## src/rtl/marker_pkg.sv

```systemverilog
// Shared constants and types for the loopback marker framing (TX generator and RX demux).
package marker_pkg;

  // K28.0 byte that opens a marker frame (low byte, RX_KCHAR == 2'b01)
  localparam logic [7:0]  MARKER_K   = 8'h1C;
  // Idle word used wherever a marker word is removed from the stream
  localparam logic [15:0] IDLE_DATA  = 16'h50BC;
  localparam logic [1:0]  IDLE_KCHAR = 2'b01;

  typedef enum logic {
    ST_IDLE,
    ST_PAYLOAD
  } state_e;

  // A marker K word: valid, only the low byte is a K char, and that byte is MARKER_K
  function automatic logic is_marker_k(input logic        valid,
                                       input logic [15:0] data,
                                       input logic [1:0]  kchar);
    return valid && (kchar == 2'b01) && (data[7:0] == MARKER_K);
  endfunction

endpackage

```

## src/rtl/marker_rx_demux_sat_cnt16.sv

```systemverilog
// 16-bit event counter with synchronous clear (dominant over increment) and saturation at 16'hFFFF.
module sat_cnt16 (
  input  logic        clk,
  input  logic        srst,
  input  logic        clr_i,
  input  logic        inc_i,
  output logic [15:0] cnt_o
);

  logic [15:0] cnt_q;
  logic [15:0] cnt_d;

  // Next count: clear first, then increment unless already saturated
  always_comb begin
    cnt_d = cnt_q;
    if (clr_i) begin
      cnt_d = 16'h0000;
    end else if (inc_i && (cnt_q != 16'hFFFF)) begin
      cnt_d = cnt_q + 16'd1;
    end
  end

  // Count register
  always_ff @(posedge clk) begin
    if (srst) begin
      cnt_q <= 16'h0000;
    end else begin
      cnt_q <= cnt_d;
    end
  end

  assign cnt_o = cnt_q;

endmodule

```

## src/rtl/marker_rx_demux.sv

```systemverilog
// RX marker demux: removes 2-word loopback marker frames from the PCS receive stream,
// replaces them with IDLE, reports type/sequence and counts frames and errors.
module marker_rx_demux
  import marker_pkg::*;
(
  input  logic        RX_CLK,
  input  logic        RESET,
  input  logic        RX_VALID,
  input  logic [15:0] RX_DATA,
  input  logic [1:0]  RX_KCHAR,
  input  logic        MARKER_EN,
  input  logic        CNT_CLEAR,
  output logic [15:0] FIBER_DATA,
  output logic [1:0]  FIBER_KCHAR,
  output logic        MARKER_VALID,
  output logic [7:0]  MARKER_TYPE,
  output logic [15:0] MARKER_SEQ,
  output logic        MARKER_SEQ_ERR,
  output logic [15:0] MARKER_CNT,
  output logic [15:0] MARKER_ERR_CNT
);

  state_e      state_q;
  logic        seq_ref_ok_q;
  logic [7:0]  type_pend_q;     // type of the frame currently in flight
  logic [15:0] fiber_data_q;
  logic [1:0]  fiber_kchar_q;
  logic        marker_valid_q;
  logic [7:0]  marker_type_q;
  logic [15:0] marker_seq_q;    // doubles as the sequence reference
  logic        seq_err_q;

  logic        mk_word;
  logic        payload_word;
  logic        abort_word;
  logic [15:0] seq_expect;
  logic        seq_err_now;
  logic        err_inc;

  // Word classification for the current cycle and the sequence continuity check
  always_comb begin
    mk_word      = is_marker_k(RX_VALID, RX_DATA, RX_KCHAR);
    payload_word = RX_VALID && (state_q == ST_PAYLOAD) && (RX_KCHAR == 2'b00);
    abort_word   = RX_VALID && (state_q == ST_PAYLOAD) && (RX_KCHAR != 2'b00);
    seq_expect   = marker_seq_q + 16'd1;
    seq_err_now  = payload_word && seq_ref_ok_q && (RX_DATA != seq_expect);
    err_inc      = seq_err_now || abort_word;
  end

  // Frame FSM with registered stream and marker-report outputs
  always_ff @(posedge RX_CLK) begin
    if (RESET) begin
      state_q        <= ST_IDLE;
      seq_ref_ok_q   <= 1'b0;
      type_pend_q    <= 8'h00;
      fiber_data_q   <= IDLE_DATA;
      fiber_kchar_q  <= IDLE_KCHAR;
      marker_valid_q <= 1'b0;
      marker_type_q  <= 8'h00;
      marker_seq_q   <= 16'h0000;
      seq_err_q      <= 1'b0;
    end else begin
      marker_valid_q <= 1'b0;
      seq_err_q      <= 1'b0;
      if (!RX_VALID) begin
        // Lost alignment: emit idle, drop any partial frame, forget the reference
        fiber_data_q  <= IDLE_DATA;
        fiber_kchar_q <= IDLE_KCHAR;
        state_q       <= ST_IDLE;
        seq_ref_ok_q  <= 1'b0;
      end else begin
        fiber_data_q  <= RX_DATA;
        fiber_kchar_q <= RX_KCHAR;
        case (state_q)
          ST_IDLE: begin
            if (mk_word && MARKER_EN) begin
              type_pend_q   <= RX_DATA[15:8];
              fiber_data_q  <= IDLE_DATA;
              fiber_kchar_q <= IDLE_KCHAR;
              state_q       <= ST_PAYLOAD;
            end
          end
          ST_PAYLOAD: begin
            if (payload_word) begin
              fiber_data_q   <= IDLE_DATA;
              fiber_kchar_q  <= IDLE_KCHAR;
              marker_valid_q <= 1'b1;
              marker_type_q  <= type_pend_q;
              marker_seq_q   <= RX_DATA;
              seq_err_q      <= seq_err_now;
              seq_ref_ok_q   <= 1'b1;
              state_q        <= ST_IDLE;
            end else if (mk_word) begin
              // Aborting K word is forwarded but still opens a new frame
              type_pend_q <= RX_DATA[15:8];
              state_q     <= ST_PAYLOAD;
            end else begin
              state_q <= ST_IDLE;
            end
          end
          default: state_q <= ST_IDLE;
        endcase
      end
    end
  end

  sat_cnt16 u_marker_cnt (
    .clk   (RX_CLK),
    .srst  (RESET),
    .clr_i (CNT_CLEAR),
    .inc_i (payload_word),
    .cnt_o (MARKER_CNT)
  );

  sat_cnt16 u_err_cnt (
    .clk   (RX_CLK),
    .srst  (RESET),
    .clr_i (CNT_CLEAR),
    .inc_i (err_inc),
    .cnt_o (MARKER_ERR_CNT)
  );

  assign FIBER_DATA     = fiber_data_q;
  assign FIBER_KCHAR    = fiber_kchar_q;
  assign MARKER_VALID   = marker_valid_q;
  assign MARKER_TYPE    = marker_type_q;
  assign MARKER_SEQ     = marker_seq_q;
  assign MARKER_SEQ_ERR = seq_err_q;

endmodule

```

## config.mk

```make
export PLATFORM = sky130hd
export DESIGN_NAME = marker_rx_demux
export DESIGN_NICKNAME = d
export VERILOG_FILES = /design/src/rtl/marker_pkg.sv /design/src/rtl/marker_rx_demux_sat_cnt16.sv /design/src/rtl/marker_rx_demux.sv
export SDC_FILE = /design/constraint.sdc
export NUM_CORES = 1
export LEC_CHECK = 0
export ABC_CLOCK_PERIOD_IN_PS = 6300
export CORE_UTILIZATION = 53
export CTS_CLUSTER_DIAMETER = 40
export DETAILED_ROUTE_END_ITERATION = 12
export PLACE_DENSITY_LB_ADDON = 0.15
export SLEW_MARGIN = 20
export SYNTH_ARGS = -nofsm -noshare
export SYNTH_HDL_FRONTEND = slang
export SYNTH_SLANG_ARGS = --single-unit
```

## constraint.sdc

```tcl
create_clock -name RX_CLK -period 6.3 [get_ports RX_CLK]
set_clock_uncertainty 0.15 [all_clocks]
set_input_delay 0.63 -clock RX_CLK [delete_from_list [all_inputs] [get_ports RX_CLK]]
set_output_delay 0.63 -clock RX_CLK [all_outputs]
set_load 0.02 [all_outputs]
```

Yosys cells after proc, flatten, opt, wreduce, memory -nomap -nowiden --
Cells that the tools add are included.
Storage, ports and cells: register bits 86, bits in latches 0, bits in writable memories 0, bits in read-only memories 0, input bits 23, output and inout bits 76, word-level logic and storage cells 60, memories kept 0
Operators by class: add/subtract/negate cells 3, multiply operators 0, divide/modulo/power cells 0, $lt $le $gt $ge 0, eq/ne operators 8, shift-type cells 0, mux-type cells 15, bitwise gates (word level) 3, reduce and logical (&&, ||, !) cells 20
Operators with widths (number):
- $add A16 B1 Y16 const B | 3
- $mux W16 | 2
- $ne A16 B16 Y1 const B | 2
- $pmux W16 S2 | 1
- $mux W8 | 3
- $ne A16 B16 Y1 | 1
- $pmux W8 S2 | 1
- $logic_and A1 B1 Y1 | 10
- $eq A8 B5 Y1 const B | 1
- $mux W1 | 4
- $mux W2 | 2
- $ne A2 B2 Y1 const B | 2
- $pmux W2 S2 | 1
- $reduce_and A4 Y1 | 1
- $reduce_or A2 Y1 | 2
- $reduce_or A4 Y1 | 1
- $not A1 Y1 | 3
- $reduce_and A3 Y1 | 1
- $reduce_or A3 Y1 | 1
- $eq A2 B1 Y1 const B | 1
- $logic_not A2 Y1 | 1
- $ne A2 B1 Y1 const B | 1
- $pmux W1 S2 | 1
- $reduce_and A2 Y1 | 1
- other kinds (2) | 2

Logic depth before layout (Yosys ltp) --
Gate-level depths: netlist of the first run.
word-level depth 6, gate-level depth with buffers 11, gate-level depth less buffers 9

Cells and area by module --
Synthesis of the first run repeated with hierarchy kept, for this count alone.
Unflattened totals: cell total of the unflattened synthesis 468, area total of the unflattened synthesis 4189.0 um^2
By module, submodules not included:
- marker_rx_demux | times used 1, cells an instance 264, area an instance 2354.8 um^2, seq. area each 1081.0 um^2
- sat_cnt16 | times used 2, cells an instance 102, area an instance 917.1 um^2, seq. area each 320.3 um^2

Worst setup path after synthesis of the first run --
OpenSTA, ideal clock, no wires.
kind flip-flop to flip-flop, start register marker_seq_q[3] (netlist: MARKER_SEQ[3]), end register u_err_cnt.cnt_q[0] (netlist: u_err_cnt.cnt_o[0]), setup time 0.130 ns, arrival 2.537 ns, required time 6.020 ns, setup slack 3.483 ns, stages on the path, launching flop included 11, buffers on the path 2, clock period less this slack 2.817 ns, cell sequence dfxtp_1 nand4_4 or3_1 and3_4 a2111oi_4 nand4_2 o311ai_4 buf_6 buf_12 xor2_2 nor2_1
On the way: longest elaborated chain between the ends 5
Ends and longest elaborated chain:
- from (decl) | line marker_rx_demux.sv:30 | logic [15:0] marker_seq_q;
- from (signal assigned) | line marker_rx_demux.sv:60 | marker_seq_q <= 16'h0000;
- from (signal assigned) | line marker_rx_demux.sv:89 | marker_seq_q <= RX_DATA;
- $add A16 B1 Y16 | line marker_rx_demux.sv:45 | seq_expect = marker_seq_q + 16'd1;
- $ne A16 B16 Y1 | line marker_rx_demux.sv:46 | seq_err_now = payload_word && seq_ref_ok_q && (RX_DATA != seq_expect);
- $logic_and A1 B1 Y1 | line marker_rx_demux.sv:46
- $logic_or A1 B1 Y1 | line marker_rx_demux.sv:47 | err_inc = seq_err_now || abort_word;
- $logic_and A1 B1 Y1 | line marker_rx_demux_sat_cnt16.sv:18 | end else if (inc_i && (cnt_q != 16'hFFFF)) begin
- to (signal assigned) | line marker_rx_demux_sat_cnt16.sv:28 | cnt_q <= cnt_d;
- to (decl) | line marker_rx_demux_sat_cnt16.sv:10 | logic [15:0] cnt_q;
No other way between the ends. A chain may end at the register's enable or synchronous reset.

Worst setup path after layout of the first run --
start input RX_KCHAR[0], end register u_marker_cnt.cnt_q[9] (netlist: u_marker_cnt.cnt_o[9])
On the way: longest elaborated chain between the ends 3
Ends and longest elaborated chain:
- from (decl) | line marker_rx_demux.sv:10 | input logic [1:0] RX_KCHAR,
- $logic_not A2 Y1 | line marker_rx_demux.sv:43 | payload_word = RX_VALID && (state_q == ST_PAYLOAD) && (RX_KCHAR == 2'b00);
- $logic_and A1 B1 Y1 | line marker_rx_demux.sv:43
- $logic_and A1 B1 Y1 | line marker_rx_demux_sat_cnt16.sv:18
- to (signal assigned) | line marker_rx_demux_sat_cnt16.sv:28
- to (decl) | line marker_rx_demux_sat_cnt16.sv:10
No other way between the ends.

==> flow_summary_export.csv, run 1 <==
group,metric,value,unit
setup_path,slowest_delay,0.70,ns
sta,finalSetupViolCount,0,
logic_synthesis,synthXorXnorAreaFrac,7.71,%
drt,met3_length,482,µm
logic_synthesis,synth_area,0.00384,mm²
logic_synthesis,yosys.area_share.simple,26.4,%
flow_run,cap_viol_max_count,0,
global_route,grt_overflow_total,0,
drt,first_iter_violations,161,
logic_synthesis,synth-edff-count,0,
finish,syn2layout_area_growth,31.4,%
global_route,grt_pass1_vias,3017,
drt,finalWirelength,9.05,mm
logic_synthesis,synth_compound_area_share,14.3,%
clock_network,tritoncts,"yes",
clock_network,cts_htree_levels,3,
sta,slew_headroom,36.3,%
sta,grt_setup_unrepaired,"false",
drt,route.met2.wl,4.21,mm
drt,detail-route-antenna-nets,0,
global_route,grt_max_degree,38,
power,p_total,964,µW
clock_network,cts_hold_buffers,0,
sta,drv_slew,0,
floorplanning,io_pins,99,
drt,topRoutingLayerUsed,"met4",
power,p_leak,0.00173,µW
floorplanning,die_area,0.00760,mm²
placement,gp_congestion,0.842,
sta,clock.fmax,295,MHz
setup_path,end_kind,"flop",
logic_synthesis,synthFlopType,"dfxtp_1",
finish,drive_gt1_share,7.40,%
finish,nFillCells,555,
logic_synthesis,yosys_warnings,0,
setup_path,worst_setup_path_start_kind,"input port",
placement,dp_hpwl,6.25,mm
placement,placedCellCount,608,
global_route,grt.total_usage,24.7,%
clock_network,numClockSinks,86,
clock_network,cts_setup_buffers,0,
drt,viasPerCell,5.50,
finish,multi_input_area,0.00202,mm²
finish,final_common_cell,"clkdlybuf4s50_1",
drt,drt-met1-wl,4.27,mm
logic_synthesis,syn_inst,431,
sta,fin_setup_tns,0,ns
floorplanning,die_x,87.2,µm
clock_network,numCtsBuffers,9,
drt,drc,0,
finish,num_antenna_cells,0,
setup_path,crit_type,"input port to flop",
setup_path,cp_max_fo,27,
drt,vias,3427,
clock_network,cts_root_buffer,"clkbuf_8",
drt,drt-wirelength-per-cell,14.5,µm
clock_network,clock_latency,0.35,ns
floorplanning,initial_core_util,55.7,%
logic_synthesis,synthMuxAreaShare,3.16,%
sta,hold_viol,0,
finish,fin_util,73.2,%
placement,port-buffer-count,98,
drt,drtPass1Iterations,4,
global_route,grt_pass1_wl,14.6,mm
finish,fin_cells,623,
logic_synthesis,synth_top_family_by_area,"simple AND/OR/NAND/NOR gates",
logic_synthesis,synth_area_per_cell,8.92,µm²
power,ir_drop,0.127,mV
global_route,grt_antenna_before_repair,0,
sta,worst_slew_pin_slew,0.956,ns
sta,fin_crit,3.39,ns
setup_path,worstPathRequired,6.36,ns
logic_synthesis,async_flop_share,0,%
finish,mostFrequentLayoutCells,"98 x clkdlybuf4s50_1, 86 x dfxtp_1, 70 x nand2_1",
logic_synthesis,synth-seq-cells,86,
floorplanning,core,0.00691,mm²
power,power_density,191,mW/mm²
floorplanning,die_y,87.2,µm
finish,register_area,0.00172,mm²
setup_path,crit_path_frequent_cell,"nor2_1",
logic_synthesis,ys_seq_area_share,44.8,%
clock_network,clkSlewWorstSetupHoldPaths,0.08,ns
logic_synthesis,synth_cell_type_count,50,
finish,final_nets,550,
floorplanning,core.rowCount,30,
hold_path,hp-class,"flop to flop",
sta,timing.final.crit_share,53.8,%
logic_synthesis,syn_nets,457,
setup_path,crit_arrival,3.45,ns
logic_synthesis,post_synth_fa_ha_maj_area_fraction,0.976,%
clock_network,post_cts_resized,0,
setup_path,slowest_stage,"a41oi_1",
clock_network,cts_buffer_depth,2,
sta,hold_slack,0.306,ns
status,status,"finished, final reports clean",
setup_path,crit_chain,"clkdlybuf4s50_1, nor2_1, nand3_2, a41oi_1, and3_1, and2_1, nand4_1, xor2_1, nor2_1",
[cell families after synthesis]
family,Yosys count
AND/OR/NAND/NOR,198
flip-flops,86
AO/OA/AOI/OAI,78
XOR/XNOR,33
buffers and inverters,21
multiplexers,12
adder cells (fa/ha/maj),3
[per-layer routing]
layer / global-route usage (%) / vias up
met2: 39.0 / 105
met3: 5.21 / 7
met4: 9.39 / 0
li1: - / 1693
met5: 0 / -
met1: 33.3 / 1622
[stage by stage]
| step | setup slack, ns | cell area [µm²] |
|---|---|---|
| finish | 2.91 | 5050 |
| global placement | 2.35 | 4860 |
| CTS | 2.50 | 5030 |
| detailed placement | 2.15 | 4860 |
| floorplan | 3.48 | 3840 |
| global route | 2.63 | 5050 |
[power breakdown]
group / internal, µW / switching [µW] / total [µW]
registers: 548 / 1.10 / 549
clock network: 161 / 190 / 351
logic: 29.9 / 34.4 / 64.2
[cell usage after synthesis (all sizes together) (2+ instances only)]
cell type	n	area [µm²]
a21oi	40	223
a31oi	2	12.5
and2	14	87.6
and3	12	80.1
and4	6	52.6
buf	2	31.3
clkbuf	16	61.3
dfxtp	86	1720
ha	3	37.5
inv	3	11.3
mux2i	11	110
nand2	70	263
nand2b	8	50.1
nand3	12	60.1
nand4	11	90.1
nor2	31	119
nor2b	3	18.8
nor3	6	30.0
nor4	4	25.0
o2111ai	2	17.5
o21a	3	22.5
o21ai	15	101
o311a	2	20.0
o31a	2	17.5
o31ai	5	37.5
or3	14	87.6
or4	4	30.0
xnor2	16	140
xor2	17	156
[final cells by class]
type	count	share of cell area (%)
Timing Repair Buffer	100	19.9
Clock buffer	11	3.00
Tap cell	96	2.38
Clock inverter	3	0.421
Inverter	3	0.223
Multi-Input combinational cell	324	40.1
Sequential cell	86	34.1
[sequential cells by signal (all words and copies together) (netlist names), 2 cells and up]
register and flops:
u_err_cnt.cnt_o 16, FIBER_KCHAR 2, u_marker_cnt.cnt_o 16, type_pend_q 8, FIBER_DATA 16, MARKER_TYPE 8
MARKER_SEQ 16
[critical path: cells and delay by family]
family	cells	cell delay, ns
AO/OA/AOI/OAI	1	0.70
XOR/XNOR	1	0.15
buffers and inverters	1	0.54
AND/OR/NAND/NOR	6	1.43
[path summary, 6_finish.rpt]
check                       from               endpoint  slack [ns]  cells past startpoint
hold reg to reg   type_pend_q[6]         MARKER_TYPE[6]        0.31                      2
setup reg to reg   MARKER_SEQ[2]     u_err_cnt.cnt_o[5]        3.08                      9
setup / recovery     RX_KCHAR[0]  u_marker_cnt.cnt_o[9]        2.91                      9
hold / removal    type_pend_q[6]         MARKER_TYPE[6]        0.31                      2
Note: power is estimated with default switching activity, not from simulation.
==> run 2, diff against run 1 <==
ABC_CLOCK_PERIOD_IN_PS = 3100   (was 6300)
CORE_UTILIZATION = 44   (was 53)
clock period = 3.1 ns   (was 6.3 ns; I/O delays follow)
==> flow_summary_export.csv, run 2 (synthesized netlist as in run 1, its figures left out) <==
group,metric,value,unit
setup_path,worst-path-buf-inv,1,
hold_path,hold_end,"MARKER_TYPE[3]",
sta,finalSetupViolCount,0,
drt,vias,3426,
setup_path,crit_arrival,3.01,ns
finish,drive_gt1_share,8.96,%
sta,timing.final.crit_share,94.8,%
clock_network,cts_htree_levels,3,
sta,hold_slack,0.312,ns
drt,drc,0,
finish,nFillCells,752,
sta,grt_setup_unrepaired,"false",
sta,drv_slew,0,
sta,fin_crit,2.94,ns
status,status,"finished, final reports clean",
setup_path,r2r-end,"u_err_cnt.cnt_o[3]",
power,switchingPower,494,µW
clock_network,numClockSinks,86,
power,power_density,411,mW/mm²
finish,final_nets,557,
finish,multi_input_area,0.00203,mm²
setup_path,crit_path_frequent_cell,"or3_1",
global_route,grt.met2_usage,33.3,%
global_route,grt_max_degree,36,
global_route,grt_use_met1,28.4,%
hold_path,hold_path_depth,2,
global_route,grt_most_used_layer,"met2",
drt,drt-wirelength-per-cell,14.3,µm
finish,register_area,0.00172,mm²
setup_path,crit_type,"flop to flop",
floorplanning,die_area,0.00912,mm²
finish,final_common_cell,"clkdlybuf4s50_1",
drt,detail-route-antenna-nets,0,
hold_path,hp-class,"flop to flop",
floorplanning,io_pins,99,
floorplanning,die_x,95.5,µm
clock_network,clock_latency,0.36,ns
setup_path,crit_family,"simple AND/OR/NAND/NOR gates",
clock_network,tritoncts,"yes",
drt,finalWirelength,9.19,mm
power,pwr-share-comb,6.3,%
global_route,grt_overflow_total,0,
sta,clock.fmax,340,MHz
power,p_seq_share,52.4,%
setup_path,rr_startpoint,"MARKER_SEQ[3]",
setup_path,worstPathRequired,3.18,ns
power,switching_share,23.2,%
clock_network,cts_root_buffer,"clkbuf_8",
drt,drtPass1Iterations,4,
placement,gp_congestion,0.835,
setup_path,end_kind,"flop",
power,ir_drop,0.231,mV
floorplanning,initial_core_util,46.1,%
placement,dp_hpwl,6.47,mm
sta,hold_viol,0,
power,p_leak,0.00179,µW
clock_network,numCtsBuffers,9,
floorplanning,core,0.00834,mm²
hold_path,worstHoldStart,"MARKER_TYPE[3]",
global_route,grt_pass1_wl,15.0,mm
drt,first_iter_violations,109,
setup_path,reg2reg_depth,9,
setup_path,slowest_stage,"dfxtp_1",
finish,mostFrequentLayoutCells,"98 x clkdlybuf4s50_1, 86 x dfxtp_1, 70 x nand2_1",
floorplanning,die_y,95.5,µm
sta,worst_slew_pin_slew,0.723,ns
sta,slew_headroom,51.8,%
clock_network,cts_buffer_depth,2,
global_route,met3_usage,5.02,%
global_route,grt_pass1_vias,3091,
setup_path,worst_setup_path_start_kind,"flop",
drt,viasPerCell,5.34,
setup_path,slowest_delay,0.51,ns
clock_network,clkSlewWorstSetupHoldPaths,0.09,ns
floorplanning,core.rowCount,33,
finish,num_antenna_cells,0,
flow_run,cap_viol_max_count,0,
setup_path,r2r_slack,0.16,ns
placement,port-buffer-count,98,
setup_path,startpoint,"MARKER_SEQ[3]",
sta,fin_setup_tns,0,ns
power,internal-power,1640,µW
setup_path,crit_chain,"nand4_4, or3_1, and3_4, a2111oi_4, nand4_2, o311ai_4, buf_12, or3_1, a21oi_1",
finish,syn2layout_area_growth,34.6,%
setup_path,cp_max_fo,29,
global_route,grt_antenna_before_repair,0,
power,p_clk_share,41.4,%
global_route,grt.total_usage,21.2,%
==> run 2: changes by cell type in the layout (fill, tap and decap cells not counted), sizes merged <==
| cell | before | now |
|---|---|---|
| clkbuf | 11 | 10 |
| inv | 3 | 5 |
| bufinv | 0 | 2 |
| clkinv | 2 | 0 |
| buf | 2 | 9 |
| clkinvlp | 1 | 2 |
==> run 2: power groups by stage <==
stage	logic, µW	clock network (µW)	registers (µW)
final	134	881	1120
after detailed placement	133	0	1140
after global routing	144	947	1120
after floorplan	45.9	0	1150
after CTS	134	903	1120
after global placement	132	0	1140
==> run 2: final cells by class <==
type / count / share of cell area (%)
Inverter: 3 / 0.218
Tap cell: 105 / 2.54
Timing Repair Buffer: 107 / 20.5
Clock buffer: 10 / 2.47
Clock inverter: 6 / 1.79
Sequential cell: 86 / 33.3
Multi-Input combinational cell: 324 / 39.2
==> run 2: metrics by stage <==
| step | setup WS [ns] | utilization, % | std cells | total power (µW) | instance area, µm² |
|---|---|---|---|---|---|
| finish | 0.162 | 62.1 | 641 | 2130 | 5180 |
| global route | 0.0156 | 62.1 | 641 | 2210 | 5180 |
| CTS | 0.166 | 61.9 | 641 | 2150 | 5160 |
| detailed placement | 0.0692 | 59.3 | 625 | 1270 | 4940 |
| global placement | 0.124 | 59.3 | 625 | 1270 | 4940 |
| floorplan | 0.283 | - | 431 | 1200 | 3840 |
==> run 2: worst max-delay path by stage <==
stage                               end  slack, ns  depth (start not counted)
finish               u_err_cnt.cnt_o[3]       0.16                          9
global route        u_err_cnt.cnt_o[14]       0.02                          9
CTS                  u_err_cnt.cnt_o[3]       0.17                          9
detailed placement   u_err_cnt.cnt_o[9]       0.07                         10
global placement     u_err_cnt.cnt_o[9]       0.12                         10
floorplan            u_err_cnt.cnt_o[0]       0.28                         10
==> run 2: routing by layer <==
metal | vias to the layer above | share of wire (%)
met1 | 1619 | 49
met2 | 92 | 45
li1 | 1707 | -
met4 | 0 | 0.84
met3 | 8 | 5.1
met5 | - | 0
==> run 2: worst reg2reg max path: cells and delay by family (launching register included) <==
kind	cells	cell delay [ns]
flops	1	0.51
buf+inv	1	0.22
compound gates	3	0.71
simple gates	5	1.21
==> run 2: timing repair <==
item,4_1_cts,5_1_grt
buffers inserted,0,0
endpoints found under the setup margin,0,8
gates resized for setup,0,2
endpoints found under the hold margin,0,0
hold buffers,0,0
